==> src/rtl/des_pkg.sv <==
// Constants and types shared across the DES datapath stages.
package des_pkg;

  localparam int DES_BLOCK_W = 64;
  localparam int DES_HALF_W  = 32;
  localparam int DES_BYTE_W  = 8;
  localparam int DES_BYTES   = DES_BLOCK_W / DES_BYTE_W;

  // Initial_Permutation source-bit table, indexed 1..64.
  localparam int IP_TABLE [1:64] = '{
    58, 50, 42, 34, 26, 18, 10, 2,
    60, 52, 44, 36, 28, 20, 12, 4,
    62, 54, 46, 38, 30, 22, 14, 6,
    64, 56, 48, 40, 32, 24, 16, 8,
    57, 49, 41, 33, 25, 17,  9, 1,
    59, 51, 43, 35, 27, 19, 11, 3,
    61, 53, 45, 37, 29, 21, 13, 5,
    63, 55, 47, 39, 31, 23, 15, 7
  };

  typedef enum logic {
    IDLE,
    SHIFT
  } state_e;

endpackage

==> src/rtl/inverse_permutation.sv <==
// Round swap followed by IP^-1; purely combinational.
module inverse_permutation
  import des_pkg::*;
(
  input  logic [DES_HALF_W:1]  left,
  input  logic [DES_HALF_W:1]  right,
  input  logic                 round_swap,
  output logic [DES_BLOCK_W:1] cipher
);

  logic [DES_BLOCK_W:1] x;

  assign x = round_swap ? {right, left} : {left, right};

  // IP scatters bit IP_TABLE[n] to position n, so the inverse gathers it back.
  for (genvar n = 1; n <= DES_BLOCK_W; n++) begin : g_perm
    assign cipher[IP_TABLE[n]] = x[n];
  end

endmodule

==> src/rtl/final_permutation_serializer.sv <==
// DES output stage: swap + IP^-1, then byte-serial streaming with a one-block hold buffer.
//
// state | meaning
// IDLE  | shift register empty, nothing to send
// SHIFT | shift register holds a block, bytes pending
module final_permutation_serializer
  import des_pkg::*;
(
  input  logic                CLK,
  input  logic                RESET_BAR,
  input  logic                CHIP_SELECT_BAR,
  input  logic                ROUND_SWAP,
  input  logic [DES_HALF_W:1] LEFT,
  input  logic [DES_HALF_W:1] RIGHT,
  input  logic                IN_VALID,
  output logic                IN_READY,
  output logic [DES_BYTE_W:1] OUT_BYTE,
  output logic                OUT_VALID,
  input  logic                OUT_READY,
  output logic                OUT_LAST
);

  state_e               state, state_next;
  logic [DES_BLOCK_W:1] shift_reg, shift_next;
  logic [DES_BLOCK_W:1] hold_reg, hold_next;
  logic                 hold_full, hold_full_next;
  logic [3:0]           byte_cnt, byte_cnt_next;
  logic [DES_BLOCK_W:1] cipher;

  logic enabled;
  logic in_fire;
  logic out_fire;
  logic last_fire;

  inverse_permutation u_inverse_permutation (
    .left       (LEFT),
    .right      (RIGHT),
    .round_swap (ROUND_SWAP),
    .cipher     (cipher)
  );

  assign enabled   = !CHIP_SELECT_BAR;
  assign IN_READY  = enabled && !hold_full;
  assign OUT_VALID = (state == SHIFT) && enabled;
  assign OUT_LAST  = OUT_VALID && (byte_cnt == 4'd7);
  assign OUT_BYTE  = shift_reg[DES_BLOCK_W:DES_BLOCK_W-DES_BYTE_W+1];

  assign in_fire   = IN_VALID && IN_READY;
  assign out_fire  = OUT_VALID && OUT_READY;
  assign last_fire = out_fire && (byte_cnt == 4'd7);

  always_ff @(posedge CLK or negedge RESET_BAR) begin
    if (!RESET_BAR) begin
      state     <= IDLE;
      shift_reg <= '0;
      hold_reg  <= '0;
      hold_full <= 1'b0;
      byte_cnt  <= '0;
    end else begin
      state     <= state_next;
      shift_reg <= shift_next;
      hold_reg  <= hold_next;
      hold_full <= hold_full_next;
      byte_cnt  <= byte_cnt_next;
    end
  end

  always_comb begin
    state_next     = state;
    shift_next     = shift_reg;
    hold_next      = hold_reg;
    hold_full_next = hold_full;
    byte_cnt_next  = byte_cnt;

    if (out_fire) begin
      shift_next    = {shift_reg[DES_BLOCK_W-DES_BYTE_W:1], {DES_BYTE_W{1'b0}}};
      byte_cnt_next = byte_cnt + 4'd1;
      if (last_fire) begin
        if (hold_full) begin
          shift_next     = hold_reg;
          byte_cnt_next  = '0;
          hold_full_next = 1'b0;
        end else begin
          state_next = IDLE;
        end
      end
    end

    // in_fire implies hold_full==0, so a last-byte edge always frees the shifter.
    if (in_fire) begin
      if (state == IDLE || last_fire) begin
        shift_next    = cipher;
        byte_cnt_next = '0;
        state_next    = SHIFT;
      end else begin
        hold_next      = cipher;
        hold_full_next = 1'b1;
      end
    end
  end

endmodule

==> config.mk <==
export PLATFORM = sky130hd
export DESIGN_NAME = final_permutation_serializer
export DESIGN_NICKNAME = d
export VERILOG_FILES = /design/src/rtl/des_pkg.sv /design/src/rtl/inverse_permutation.sv /design/src/rtl/final_permutation_serializer.sv
export SDC_FILE = /design/constraint.sdc
export NUM_CORES = 1
export LEC_CHECK = 0
export ABC_AREA = 1
export BUFFER_PORTS_ARGS = -buffer_cell sky130_fd_sc_hd__buf_2
export CAP_MARGIN = 25
export CELL_PAD_IN_SITES_DETAIL_PLACEMENT = 1
export CELL_PAD_IN_SITES_GLOBAL_PLACEMENT = 1
export CORE_ASPECT_RATIO = 1.4
export CORE_UTILIZATION = 39
export CTS_CLUSTER_SIZE = 30
export DETAILED_ROUTE_END_ITERATION = 6
export PLACE_DENSITY = 0.8
export SLEW_MARGIN = 30
export SYNTH_ARGS = -nofsm -noshare
export SYNTH_HDL_FRONTEND = slang
export SYNTH_SLANG_ARGS = --single-unit
==> constraint.sdc <==
create_clock -name CLK -period 1.65 [get_ports CLK]
set_clock_uncertainty 0.05 [all_clocks]
set_input_delay 0.0825 -clock CLK [delete_from_list [all_inputs] [get_ports CLK]]
set_output_delay 0.0825 -clock CLK [all_outputs]
set_load 0.03 [all_outputs]
# After elaboration in Yosys (flattened, before gate mapping)

Index checks and enable logic that the tools add are counted.

$add $sub $neg: 1
Equal/unequal tests: 1
Muxes and demuxes: 20
Bitwise logic cells: 2
Reductions and logical operators: 10

Operators by type and width:

| operator                                       | count |
|---|---|
| two-way mux 64 bit                             | 6 |
| two-way mux 4 bit                              | 5 |
| two-way mux 1 bit                              | 9 |
| logical AND 1 bit                              | 6 |
| adder 4 x 1 -> 4 bit (second input constant)   | 1 |
| == test 4 x 3 -> 1 bit (second input constant) | 1 |
| zero test 1 bit                                | 2 |
| inverter 1 bit                                 | 2 |
| AND reduction 2 bit                            | 1 |
| logical OR 1 bit                               | 1 |

Register bits: 134
Input port bits: 70
Output and inout port bits: 11
Logic and storage cells: 39

# Depth between registers and ports, before layout

Gate-level depths: netlist of run 1.

Depth in word-level cells: 8
Depth in mapped cells: 10

# Modules after synthesis

Synthesis of run 1 repeated with hierarchy kept, for this count alone.

Cell total of the unflattened synthesis: 1380
Area total of the unflattened synthesis: 8459.4 um^2

By module, submodules not included:

| module                       | instances | cells an instance | area an instance (um^2) | seq. area each (um^2) |
|---|---|---|---|---|
| final_permutation_serializer | 1         | 1174              | 7614.8                  | 3353.2 |
| inverse_permutation          | 1         | 206               | 844.6                   | 0.0 |

# Least setup slack after synthesis of run 1

Ideal clock, no wire load.

Kind: reg-to-reg
Start: register hold_full
End: register shift_reg[45] (netlist name)
Library setup time: 0.124 ns
Arrival time: 1.690 ns
Data required time: 1.476 ns
Slack: -0.214 ns
Stages on the path, launching flop included: 9
Clock period less this slack: 1.864 ns
Cell sequence: dfrtp_1 nor2_1 nand2_1 inv_1 nand2_2 buf_2 buf_6 nor2_1 a21oi_1

RTL lines:

| element                 | RTL line                           | text |
|---|---|---|
| from (decl)             | final_permutation_serializer.sv:26 | `logic hold_full, hold_full_next;` |
| from (signal assigned)  | final_permutation_serializer.sv:63 | `hold_full <= hold_full_next;` |
| zero test 1 bit         | final_permutation_serializer.sv:43 | `assign IN_READY = enabled && !hold_full;` |
| logical AND 1 bit       | final_permutation_serializer.sv:43 |  |
| net IN_READY            | final_permutation_serializer.sv:16 | `output logic IN_READY,` |
| logical AND 1 bit       | final_permutation_serializer.sv:48 | `assign in_fire = IN_VALID && IN_READY;` |
| two-way mux 64 bit      | final_permutation_serializer.sv:90 | `if (in_fire) begin` |
| net shift_next, one bit | final_permutation_serializer.sv:24 | `logic [DES_BLOCK_W:1] shift_reg, shift_next;` |
| to (signal assigned)    | final_permutation_serializer.sv:61 | `shift_reg <= shift_next;` |
| to (decl)               | final_permutation_serializer.sv:24 |  |

The timed path passes the listed nets, and every way through them passes these cells.
A chain may end at the register's enable or synchronous reset.

# Worst setup path after layout of run 1

Start: register byte_cnt[0]
End: register hold_reg[11] (netlist name)

Cells in the longest elaborated chain, start to end: 5

RTL lines:

| element                       | RTL line                           | text |
|---|---|---|
| from (decl)                   | final_permutation_serializer.sv:27 | `logic [3:0] byte_cnt, byte_cnt_next;` |
| from (signal assigned)        | final_permutation_serializer.sv:64 | `byte_cnt <= byte_cnt_next;` |
| == test 4 x 3 -> 1 bit        | final_permutation_serializer.sv:50 | `assign last_fire = out_fire && (byte_cnt == 4'd7);` |
| logical AND 1 bit             | final_permutation_serializer.sv:50 |  |
| logical OR 1 bit              | final_permutation_serializer.sv:91 | `if (state == IDLE \|\| last_fire) begin` |
| inverter 1 bit (no line)      | n/a                                |  |
| AND reduction 2 bit (no line) | n/a                                |  |
| to (signal assigned)          | final_permutation_serializer.sv:62 | `hold_reg <= hold_next;` |
| to (decl)                     | final_permutation_serializer.sv:25 | `logic [DES_BLOCK_W:1] hold_reg, hold_next;` |

No other way between the ends.

==> results of run 1 <==
-- cells by family (layout without fill, tap and decap cells) --
logic type	Yosys count	count (layout)
simple gates	404	405
compound gates	314	314
buf+inv	301	448
flops	134	134
xor+xnor	2	2
fa+ha+maj	1	1
-- metal layers --
metal,part of all wire,vias up,GRT usage
li1,-,3860,-
met1,0.36,4403,0.3043
met2,0.52,409,0.5014
met3,0.048,176,0.04658
met4,0.076,0,0.1353
met5,0,-,0
-- tightest hold or removal path, stage by stage --
cell and delay (ps):
sky130_fd_sc_hd__buf_2 100, sky130_fd_sc_hd__nor2_1 80, sky130_fd_sc_hd__a21oi_1 60, sky130_fd_sc_hd__nor2_2 90, sky130_fd_sc_hd__a21oi_1 40
-- power groups by stage --
stage	Sequential, mW	Combinational, mW	Clock, mW
2_1_floorplan	5.15	3.27	0
3_3_place_gp	5.29	4.43	0
3_5_place_dp	5.36	4.61	0
4_1_cts	5.33	5.21	3.74
5_1_grt	5.59	7.27	3.89
6_report	5.50	6.79	3.78
-- placed cells by master, fill, tap and decap left out, types with 12 or more instances in the layout --
master                          netlist  routed
sky130_fd_sc_hd__nor2_1              95      51
sky130_fd_sc_hd__nand2_2              1      15
sky130_fd_sc_hd__buf_4               13      29
sky130_fd_sc_hd__o21ai_0             89      45
sky130_fd_sc_hd__nor2_4               2      17
sky130_fd_sc_hd__nor2_2               0      29
sky130_fd_sc_hd__inv_1              214     212
sky130_fd_sc_hd__buf_6                7      12
sky130_fd_sc_hd__dlygate4sd3_1        0      29
sky130_fd_sc_hd__a21oi_4              0      13
sky130_fd_sc_hd__o21ai_1             23      53
sky130_fd_sc_hd__clkbuf_16            0      26
sky130_fd_sc_hd__nand2_1            299     275
sky130_fd_sc_hd__a31oi_1             56      37
sky130_fd_sc_hd__o21ai_2              0      14
sky130_fd_sc_hd__buf_2               25      77
sky130_fd_sc_hd__a21oi_1            146      93
sky130_fd_sc_hd__a21oi_2              0      40
sky130_fd_sc_hd__dfrtp_1            134     132
sky130_fd_sc_hd__buf_12               0      30
-- worst max path at each step --
stage	from	to	depth (start not counted)	slack [ps]
2_1_floorplan	byte_cnt[0]$_DFF_PN0_	shift_reg[45]$_DFF_PN0_	10	30
3_3_place_gp	byte_cnt[0]$_DFF_PN0_	shift_reg[18]$_DFF_PN0_	9	40
3_5_place_dp	byte_cnt[0]$_DFF_PN0_	shift_reg[5]$_DFF_PN0_	10	-70
4_1_cts	byte_cnt[1]$_DFF_PN0_	shift_reg[29]$_DFF_PN0_	9	-70
5_1_grt	byte_cnt[0]$_DFF_PN0_	hold_reg[11]$_DFFE_PN0P_	11	-300
6_report	byte_cnt[0]$_DFF_PN0_	hold_reg[11]$_DFFE_PN0P_	11	-260
-- final cells by class --
cell class	instances	area, sq um	area share
multi-input combinational	722	4133	0.3646
sequential	134	3356	0.2961
timing repair buffer	197	2082	0.1837
inverter	215	828.3	0.07308
clock buffer	23	488.0	0.04306
tap	252	315.3	0.02782
clock inverter	9	75.07	0.006624
timing repair inverter	4	56.30	0.004968
-- through the flow --
stage	instances	hold WS [ps]	utilization	setup slack, ps	TNS, ps
floorplan	1156	-263.1	-	34.39	0
CTS	1527	1.573	0.5080	-74.99	-2550
global route	1556	48.58	0.5733	-295.1	-23740
detailed placement	1455	-68.74	0.4460	-72.50	-1253
finish	1556	4.051	0.5733	-257.0	-16710
global placement	1455	-67.18	0.4460	44.81	0
-- repair_timing --
action                     CTS  global route
cloned                       5            15
hold buffers                29             0
setup endpoints to repair  122           135
pin swaps                   14            22
hold endpoints to repair   159             0
resized for setup           70           224
buffers inserted             6            15
==> flow_metrics.tcl, run 1 <==
set metrics [dict create \
    run_status "finished with violations" \
    violations_in_the_final_reports "negative setup slack" \
    fin_crit_ps 1907 \
    endpoint_kind "register" \
    die_w_um 121.9 \
    first_global_vias 8458 \
    ys_types 22 \
    critPathArrivalTime_ps 2190 \
    finalWirelength_um 35160 \
    pwr-share-comb 0.422 \
    floorplan.die.height_um 169.9 \
    reg2reg_to "hold_reg[11]$_DFFE_PN0P_" \
    holdCritPathClass "input pin to register" \
    share_clk_of_total_power 0.235 \
    most_frequent_cell_after_synthesis "sky130_fd_sc_hd__nand2_1" \
    synthDominantAreaCellType "sky130_fd_sc_hd__dfrtp_1" \
    synth_common_cells "sky130_fd_sc_hd__nand2_1 (299), sky130_fd_sc_hd__inv_1 (214), sky130_fd_sc_hd__a21oi_1 (146)" \
    crit_path_cell_trace "ha_4 > nand2_4 > nor2_4 > nand2_4 > nand2_8 > nor2_4 > buf_6 > buf_6 > buf_6 > nand2_1 > o21ai_1" \
    holdCritStartpoint "RIGHT[7]" \
    leakage_nw 5.819 \
    reg2regPathDepth 11 \
    synth_top_family_by_area "compound AO/OA/AOI/OAI gates" \
    rows 61 \
    tightestPinTransition_ps 698.5 \
    sequential_power_share 0.342 \
    final-hold-violation-count 0 \
    cts.clk_slew.worst_paths_ps 60 \
    grt_overflow_total 0 \
    cp_max_fo 9 \
    gp_routability_congestion 0.7757 \
    crit-reg2reg-launch "byte_cnt[0]$_DFF_PN0_" \
    synth-compound-area-share 0.2092 \
    synthesis_warning_total 0 \
    start_util 0.3971 \
    hold_depth 5 \
    max_freq_mhz 524.4 \
    route.detailed.drc 0 \
    cellPowerDensity_nw_per_um2 1418 \
    multiplexer_fraction_of_the_synthesized_cell_area 0 \
    tritoncts "yes" \
    clock_sink_count 134 \
    final_layout_size_suffix_gt1_frac 0.2837 \
    ctsHtreeMaxLevel 4 \
    synth_nets 1227 \
    rsz0062_at_grt "yes" \
    detailroute.via_count 8848 \
    number_of_i_o_pins 81 \
    post_synth_xor_area_fraction 0.002232 \
    synth.top_cells.by_area "sky130_fd_sc_hd__dfrtp_1 (43%), sky130_fd_sc_hd__nand2_1 (14%), sky130_fd_sc_hd__inv_1 (10%)" \
    placement.io_buffers 80 \
    num-nets-final 1362 \
    number_of_enable_type_register_cells_in_the_synthesized_netlist 0 \
    cp.buffers_inverters 3 \
    grt_pass1_wl_um 43660 \
    synthArstFlopShare 1.000 \
    place_hpwl_um 16010 \
    timing.critical_path.from_type "register" \
    fp.coreArea_sq_um 19770 \
    vdd.ir_drop.worst_mv 0.8400 \
    sequential_fraction_of_the_synthesis_area 0.4272 \
    switching_share 0.4130 \
    worstPathRequired_ps 1940 \
    synth_seq_cells 134 \
    timing.slew.headroom 0.5294 \
    critical_path_class "register to register" \
    yosys.area_share.adder 0.001594 \
    detail_route.vias_per_cell 5.686 \
    setup_ws_ps -257.0 \
    destination_of_the_worst_hold_path "shift_reg[10]$_DFF_PN0_" \
    post-route-period-util 1.156 \
    cell_at_the_root_of_the_clock_tree "sky130_fd_sc_hd__clkbuf_16" \
    clk_path_buf_depth 2 \
    area_delta_synth_final_pct 44.40 \
    area_share_of_the_leading_cell_type_in_the_synthesized_netlist 0.4272 \
    fillCellCount 2382 \
    internal-power_mw 9.435 \
    r2r_setup_slack_ps -260 \
    net-switching-power_mw 6.638 \
    grt_use_total 0.2755 \
    post-layout-total-power_mw 16.07 \
    detail-route-antenna-nets 0 \
    postSynthAreaPerCell_sq_um 6.790 \
    placed_area_sq_um 8817 \
    die_area_sq_um 20700 \
    syn_area_sq_um 7849 \
    dr.first_iter.drc_count 703 \
    avgRoutedWirePerCell_um 22.59 \
    mapped_cells 1156 \
    yosys.area_share.simple 0.1989 \
    grt_antenna_before_repair 0 \
    detailed_routing_iteration_count_for_the_pre_antenna_repair_pass 6 \
    slowest_stage "sky130_fd_sc_hd__dfrtp_1" \
    final_max_slew_viol_count 0 \
    grt_max_degree 58 \
    critical_path.max_stage_delay_ps 410 \
    ys.flop_type "sky130_fd_sc_hd__dfrtp_1" \
    insertion_delay_ps 440 \
    timing.critical_path.mode_cell "sky130_fd_sc_hd__buf_6" \
    final_design_area_no_fill_sq_um 11330 \
    timing.final.setup_violations 134 \
    cts_inserted_buffers 17 \
    n_antenna_cell 0 \
    worst_path_dominant_cell_family "simple AND/OR/NAND/NOR gates" \
    max_cap_viol_count 0 \
]
Note: power is estimated with default switching activity, not from simulation.
==> inputs of run 2 (changes only) <==
--- a/config.mk
+++ b/config.mk
@@ -11,10 +11,11 @@
 export CELL_PAD_IN_SITES_DETAIL_PLACEMENT = 1
 export CELL_PAD_IN_SITES_GLOBAL_PLACEMENT = 1
 export CORE_ASPECT_RATIO = 1.4
-export CORE_UTILIZATION = 39
+export CORE_UTILIZATION = 40
+export CTS_BUF_LIST = sky130_fd_sc_hd__clkbuf_4
 export CTS_CLUSTER_SIZE = 30
 export DETAILED_ROUTE_END_ITERATION = 6
-export PLACE_DENSITY = 0.8
+export PLACE_DENSITY = 0.82
 export SLEW_MARGIN = 30
 export SYNTH_ARGS = -nofsm -noshare
 export SYNTH_HDL_FRONTEND = slang
==> run 2 against run 1 <==
Compared with the run above:
- the run still ends with negative setup slack left
- final cell count increased by 2.6%
- hold slack improved by 75 ps
- worst setup slack got worse by 130 ps
- fmax decreased by 6.2%
- first-iteration DRC count increased by 7.4%
- clock power decreased by 49%
- critical path type unchanged
==> flow_metrics.tcl, run 2 (synthesis gave the netlist of run 1 again) <==
set metrics [dict create \
    run_status "finished with violations" \
    violations_in_the_final_reports "negative setup slack" \
    area_delta_synth_final_pct 40.76 \
    grt_overflow_total 0 \
    endpoint_kind "register" \
    slowest_stage "sky130_fd_sc_hd__dfrtp_1" \
    route.detailed.drc 0 \
    die_area_sq_um 20190 \
    detailroute.via_count 9025 \
    floorplan.die.height_um 167.7 \
    place_ws_ps -115.1 \
    timing.slew.headroom 0.4987 \
    critical_path.max_stage_delay_ps 470 \
    ctsHtreeMaxLevel 4 \
    holdCritPathClass "input pin to register" \
    first_global_vias 9060 \
    crit_path_cell_trace "ha_4 > nand2_2 > nor2_4 > nand2_4 > nand2_8 > nor2_4 > buf_12 > buf_12 > buf_6 > nand2_1 > o21ai_1" \
    layout_commonest_cell "sky130_fd_sc_hd__nand2_1" \
    rows 60 \
    fp.coreArea_sq_um 19220 \
    place_hpwl_um 14690 \
    cp_max_fo 7 \
    multi_input_area_sq_um 3786 \
    avgRoutedWirePerCell_um 21.65 \
    layout_common_cells "sky130_fd_sc_hd__nand2_1 (279), sky130_fd_sc_hd__inv_1 (212), sky130_fd_sc_hd__a21oi_1 (133), sky130_fd_sc_hd__dfrtp_1 (133), sky130_fd_sc_hd__dlygate4sd3_1 (101)" \
    cellPowerDensity_nw_per_um2 1248 \
    finalWirelength_um 34560 \
    num-nets-final 1407 \
    placement.io_buffers 80 \
    seq_area_sq_um 3354 \
    rsz0062_at_grt "yes" \
    grt_use_total 0.2839 \
    critical_path_class "register to register" \
    insertion_delay_ps 600 \
    final_max_slew_viol_count 0 \
    number_of_i_o_pins 81 \
    setup_ws_ps -383.8 \
    cts.clk_slew.worst_paths_ps 140 \
    vdd.ir_drop.worst_mv 0.5542 \
    die_w_um 120.4 \
    clk_path_buf_depth 2 \
    grt_pass1_wl_um 44770 \
    cell_at_the_root_of_the_clock_tree "sky130_fd_sc_hd__clkbuf_4" \
    grt_max_degree 79 \
    detail-route-antenna-nets 0 \
    leakage_nw 5.752 \
    post-route-period-util 1.233 \
    finish.utilization 0.5749 \
    final-hold-violation-count 0 \
    timing.final.setup_violations 135 \
    worstPathRequired_ps 2100 \
    clock_sink_count 134 \
    final_layout_size_suffix_gt1_frac 0.1990 \
    start_util 0.4084 \
    dr.first_iter.drc_count 755 \
    detail_route.vias_per_cell 5.655 \
    hold_slack_ps 79.49 \
    cts_inserted_buffers 17 \
    fillCellCount 2385 \
    tritoncts "yes" \
    max_freq_mhz 491.7 \
    detailed_routing_iteration_count_for_the_pre_antenna_repair_pass 7 \
    fin_crit_ps 2034 \
    max_cap_viol_count 0 \
    grt_antenna_before_repair 1 \
    critPathArrivalTime_ps 2480 \
    tightestPinTransition_ps 744.1 \
    timing.critical_path.from_type "register" \
    gp_routability_congestion 0.7683 \
]
## run 2: changes by cell type in the layout (fill, tap and decap cells not counted), sizes merged
| cell | delta |
|---|---|
| bufbuf | +1 |
| clkinvlp | -3 |
| nand2 | -1 |
| diode | +1 |
| inv | +2 |
| clkbuf | +1 |
| dlygate4sd3 | +72 |
| bufinv | -1 |
| clkinv | -2 |
| buf | -26 |
## run 2: worst max-delay path: cells and delay by family (launching register included)
kind	cells	cell delay, ps
AOI/OAI and AO/OA	1	200
adders and majority gates	1	200
and+or+nand+nor	6	510
buffers and inverters	3	480
DFF	1	470
## run 2: repair_timing
action	4_1_cts	5_1_grt
gates cloned	5	14
endpoints found under the setup margin	92	135
hold buffers	100	1
pin swaps	2	16
hold endpoints to repair	265	3
gates resized for setup	29	143
buffers inserted	6	5
## run 2: worst paths after layout
kind	depth (start not counted)	slack [ps]	start	end
setup / recovery	11	-380	byte_cnt[1]$_DFF_PN0_	hold_reg[37]$_DFFE_PN0P_
hold / removal	5	80	ROUND_SWAP	hold_reg[28]$_DFFE_PN0P_
setup reg to reg	11	-380	byte_cnt[1]$_DFF_PN0_	hold_reg[37]$_DFFE_PN0P_
hold reg to reg	2	460	hold_reg[7]$_DFFE_PN0P_	hold_reg[7]$_DFFE_PN0P_
max in group asynchronous	4	590	RESET_BAR	shift_reg[27]$_DFF_PN0_
min in group asynchronous	4	520	RESET_BAR	hold_full$_DFF_PN0_
## run 2: layer usage
metal | vias to the layer above | track usage | wire, um
li1 | 3948 | - | -
met1 | 4439 | 0.3110 | 12390
met2 | 441 | 0.5302 | 18100
met3 | 197 | 0.04530 | 1800
met4 | 0 | 0.1251 | 2277
met5 | - | 0 | 0
## run 2: through the flow
| stage | std cells | power (mW) | setup TNS [ps] | instance area, sq um |
|---|---|---|---|---|
| after global routing | 1596 | 14.46 | -29290 | 11050 |
| after detailed placement | 1435 | 9.811 | -912.6 | 8651 |
| after global placement | 1435 | 9.555 | 0 | 8651 |
| after floorplan | 1156 | 8.420 | 0 | 7859 |
| after CTS | 1576 | 12.06 | -9444 | 10140 |
| final | 1596 | 13.79 | -25690 | 11050 |
## run 2: final cells by class
class	count	share of cell area
Tap cell	248	0.02809
Clock inverter	8	0.003284
Timing Repair inverter	1	0.0005663
Sequential cell	134	0.3036
Antenna cell	1	0.0002265
Multi-Input combinational cell	721	0.3427
Clock buffer	22	0.01495
Timing Repair Buffer	246	0.2320
Inverter	215	0.07452
## run 2: power by group
part           total, mW  leakage, nW  switching [mW]  internal [mW]
registers           5.49         1.72           0.830           4.66
clock network       1.93        0.125            1.30          0.634
logic               6.36         3.91            4.02           2.34
==> inputs of run 3 (changes only) <==
--- a/config.mk
+++ b/config.mk
@@ -5,17 +5,17 @@
 export SDC_FILE = /design/constraint.sdc
 export NUM_CORES = 1
 export LEC_CHECK = 0
-export ABC_AREA = 1
 export BUFFER_PORTS_ARGS = -buffer_cell sky130_fd_sc_hd__buf_2
 export CAP_MARGIN = 25
 export CELL_PAD_IN_SITES_DETAIL_PLACEMENT = 1
 export CELL_PAD_IN_SITES_GLOBAL_PLACEMENT = 1
-export CORE_ASPECT_RATIO = 1.4
+export CORE_ASPECT_RATIO = 1.25
 export CORE_UTILIZATION = 40
 export CTS_BUF_LIST = sky130_fd_sc_hd__clkbuf_4
+export CTS_CLUSTER_DIAMETER = 50
 export CTS_CLUSTER_SIZE = 30
 export DETAILED_ROUTE_END_ITERATION = 6
-export PLACE_DENSITY = 0.82
+export PLACE_DENSITY = 0.78
 export SLEW_MARGIN = 30
 export SYNTH_ARGS = -nofsm -noshare
 export SYNTH_HDL_FRONTEND = slang
==> run 3 against run 2 <==
Compared with the run above:
- the run ends with negative hold slack, negative setup slack left
- register-to-register slack got worse by 120 ps
- global-route usage decreased by 3.3 points
- final cell count down 25%
- clock power is 46% higher
==> flow_metrics.tcl, run 3 <==
set metrics [dict create \
    synthDominantAreaCellType "sky130_fd_sc_hd__dfrtp_1" \
    post_synth_xor_area_fraction 0.003863 \
    grt_pass1_wl_um 34530 \
    detail-route-antenna-nets 0 \
    timing.final.setup_violations 135 \
    timing.critical_path.from_type "register" \
    most_frequent_cell_after_synthesis "sky130_fd_sc_hd__nand2_1" \
    avgRoutedWirePerCell_um 30.64 \
    die_area_sq_um 17530 \
    num-nets-final 1034 \
    dr.first_iter.drc_count 529 \
    fp.coreArea_sq_um 16400 \
    cp_max_fo 8 \
    clk_path_buf_depth 2 \
    post-route-period-util 1.306 \
    start_util 0.4148 \
    ys_types 34 \
    number_of_enable_type_register_cells_in_the_synthesized_netlist 0 \
    timing.slew.headroom 0.5970 \
    number_of_i_o_pins 81 \
    reg2reg_to "shift_reg[15]$_DFF_PN0_" \
    insertion_delay_ps 610 \
    fin_crit_ps 2155 \
    grt_overflow_total 0 \
    final_layout_size_suffix_gt1_frac 0.5379 \
    route.detailed.drc 0 \
    clock_sink_count 134 \
    synth.top_cells.by_area "sky130_fd_sc_hd__dfrtp_1 (49%), sky130_fd_sc_hd__nand2_1 (9.9%), sky130_fd_sc_hd__mux2i_1 (9.4%)" \
    holdCritPathClass "input pin to async pin" \
    synthArstFlopShare 1.000 \
    synth-compound-area-share 0.1781 \
    detail_route.vias_per_cell 6.333 \
    hold_slack_ps -6.021 \
    sequential_fraction_of_the_synthesis_area 0.4930 \
    run_status "finished with violations" \
    tightestPinTransition_ps 587.7 \
    tritoncts "yes" \
    rsz0062_at_grt "yes" \
    placed_cells 984 \
    critPathArrivalTime_ps 2610 \
    synth_common_cells "sky130_fd_sc_hd__nand2_1 (180), sky130_fd_sc_hd__dfrtp_1 (134), sky130_fd_sc_hd__o21ai_0 (73)" \
    cts_inserted_buffers 17 \
    area_delta_synth_final_pct 73.95 \
    leakage_nw 5.241 \
    mapped_cells 725 \
    layout_commonest_cell "sky130_fd_sc_hd__dfrtp_1" \
    grt_use_total 0.2506 \
    finalWirelength_um 36560 \
    placement.io_buffers 80 \
    ys.flop_type "sky130_fd_sc_hd__dfrtp_1" \
    endpoint_kind "register" \
    max_freq_mhz 464.0 \
    yosys.area_share.adder 0.001840 \
    first_global_vias 7018 \
    place_hpwl_um 12350 \
    postSynthAreaPerCell_sq_um 9.381 \
    floorplan.die.height_um 147.8 \
    syn_area_sq_um 6802 \
    r2r_setup_slack_ps -510 \
    cts.clk_slew.worst_paths_ps 130 \
    vdd.ir_drop.worst_mv 0.8504 \
    synthesis_warning_total 0 \
    place_ws_ps -145.9 \
    layout_common_cells "sky130_fd_sc_hd__dfrtp_1 (133), sky130_fd_sc_hd__dlygate4sd3_1 (100), sky130_fd_sc_hd__o21ai_2 (90), sky130_fd_sc_hd__nand2_1 (84), sky130_fd_sc_hd__buf_2 (76)" \
    final_max_slew_viol_count 0 \
    multiplexer_fraction_of_the_synthesized_cell_area 0.09419 \
    detailroute.via_count 7555 \
    gp_routability_congestion 0.7512 \
    die_w_um 118.6 \
    synth_nets 796 \
    violations_in_the_final_reports "negative hold slack, negative setup slack" \
    final-hold-violation-count 5 \
    max_cap_viol_count 0 \
    synth_seq_cells 134 \
    reg2regPathDepth 9 \
    ctsHtreeMaxLevel 4 \
    area_share_of_the_leading_cell_type_in_the_synthesized_netlist 0.4930 \
    synth_top_family_by_area "compound AO/OA/AOI/OAI gates" \
    setup_ws_ps -505.1 \
    critical_path_class "register to register" \
    worstPathRequired_ps 2100 \
    detailed_routing_iteration_count_for_the_pre_antenna_repair_pass 5 \
    grt_max_degree 73 \
    yosys.area_share.simple 0.1676 \
    grt_antenna_before_repair 1 \
    finish.utilization 0.7216 \
    cell_at_the_root_of_the_clock_tree "sky130_fd_sc_hd__clkbuf_4" \
    cellPowerDensity_nw_per_um2 1490 \
    rows 52 \
    crit-reg2reg-launch "byte_cnt[0]$_DFF_PN0_" \
    post-layout-total-power_mw 17.62 \
    final_cells 1193 \
]
## run 3: cell types whose count changed after synthesis, sizes merged, moves of 64 or more
cell   before  now
mux2i       0   64
a21oi     146   11
inv       215    2
nand2     302  180
nor2       97    4
## run 3: per-stage QoR
stage | TNS [ps] | instance area [sq um]
floorplan | 0 | 6804
detailed placement | -2959 | 7526
global placement | -66.90 | 7526
global route | -46800 | 11830
finish | -40820 | 11830
CTS | -9734 | 9114
## run 3: critical path, cell delays in order (launching register included)
cell,delay [ps]
sky130_fd_sc_hd__dfrtp_1,450
sky130_fd_sc_hd__ha_4,180
sky130_fd_sc_hd__buf_4,130
sky130_fd_sc_hd__buf_6,120
sky130_fd_sc_hd__nand4b_1,120
sky130_fd_sc_hd__buf_6,240
sky130_fd_sc_hd__buf_12,160
sky130_fd_sc_hd__nand2_1,120
sky130_fd_sc_hd__and3_1,240
sky130_fd_sc_hd__o22ai_1,240
## run 3: layout make-up
| class | count | area (sq um) |
|---|---|---|
| Multi-Input combinational cell | 523 | 4642 |
| Fill cell | 1567 | 4564 |
| Sequential cell | 134 | 3354 |
| Timing Repair Buffer | 285 | 3222 |
| Tap cell | 216 | 270.3 |
| Clock inverter | 12 | 182.7 |
| Clock buffer | 20 | 150.1 |
| Inverter | 2 | 7.507 |
| Antenna cell | 1 | 2.502 |
## run 3: how the worst max path moves through the flow
stage                           from                       to  slack [ps]  depth (start not counted)
6_report       byte_cnt[0]$_DFF_PN0_  shift_reg[15]$_DFF_PN0_        -510                          9
5_1_grt        byte_cnt[0]$_DFF_PN0_                 OUT_LAST        -520                          6
4_1_cts        byte_cnt[1]$_DFF_PN0_                 OUT_LAST        -350                          6
3_5_place_dp   byte_cnt[1]$_DFF_PN0_   shift_reg[4]$_DFF_PN0_        -150                          6
3_3_place_gp   byte_cnt[0]$_DFF_PN0_   shift_reg[1]$_DFF_PN0_         -20                          6
2_1_floorplan  byte_cnt[0]$_DFF_PN0_  shift_reg[60]$_DFF_PN0_           8                          7
## run 3: cell families (layout without fill, tap and decap cells)
logic type / after synthesis / in the layout
and+or+nand+nor: 253 / 253
adders and majority gates: 1 / 1
other: 0 / 1
DFF: 134 / 134
buffers and inverters: 70 / 319
muxes: 64 / 64
AOI/OAI and AO/OA: 200 / 202
xor gates and xnor gates: 3 / 3
## run 3: what timing repair did
item,CTS,global route
hold buffers,100,0
buffers inserted,8,25
endpoints found under the setup margin,117,133
cloned,3,42
pin swaps,3,130
hold endpoints to repair,265,0
resized for setup,20,453
## run 3: layer usage
metal | global-route usage | wire length [um] | up-vias
met4 | 0.1291 | 2912 | 0
met2 | 0.4596 | 19340 | 389
met1 | 0.2826 | 12780 | 3898
li1 | - | - | 3060
met3 | 0.03356 | 1526 | 208
met5 | 0 | 0 | -
## run 3: power breakdown
part	leakage (nW)	total (mW)	internal [mW]	switching, mW
clock network	0.177	2.81	1.38	1.43
logic	3.49	8.25	4.07	4.18
registers	1.58	6.56	4.74	1.82
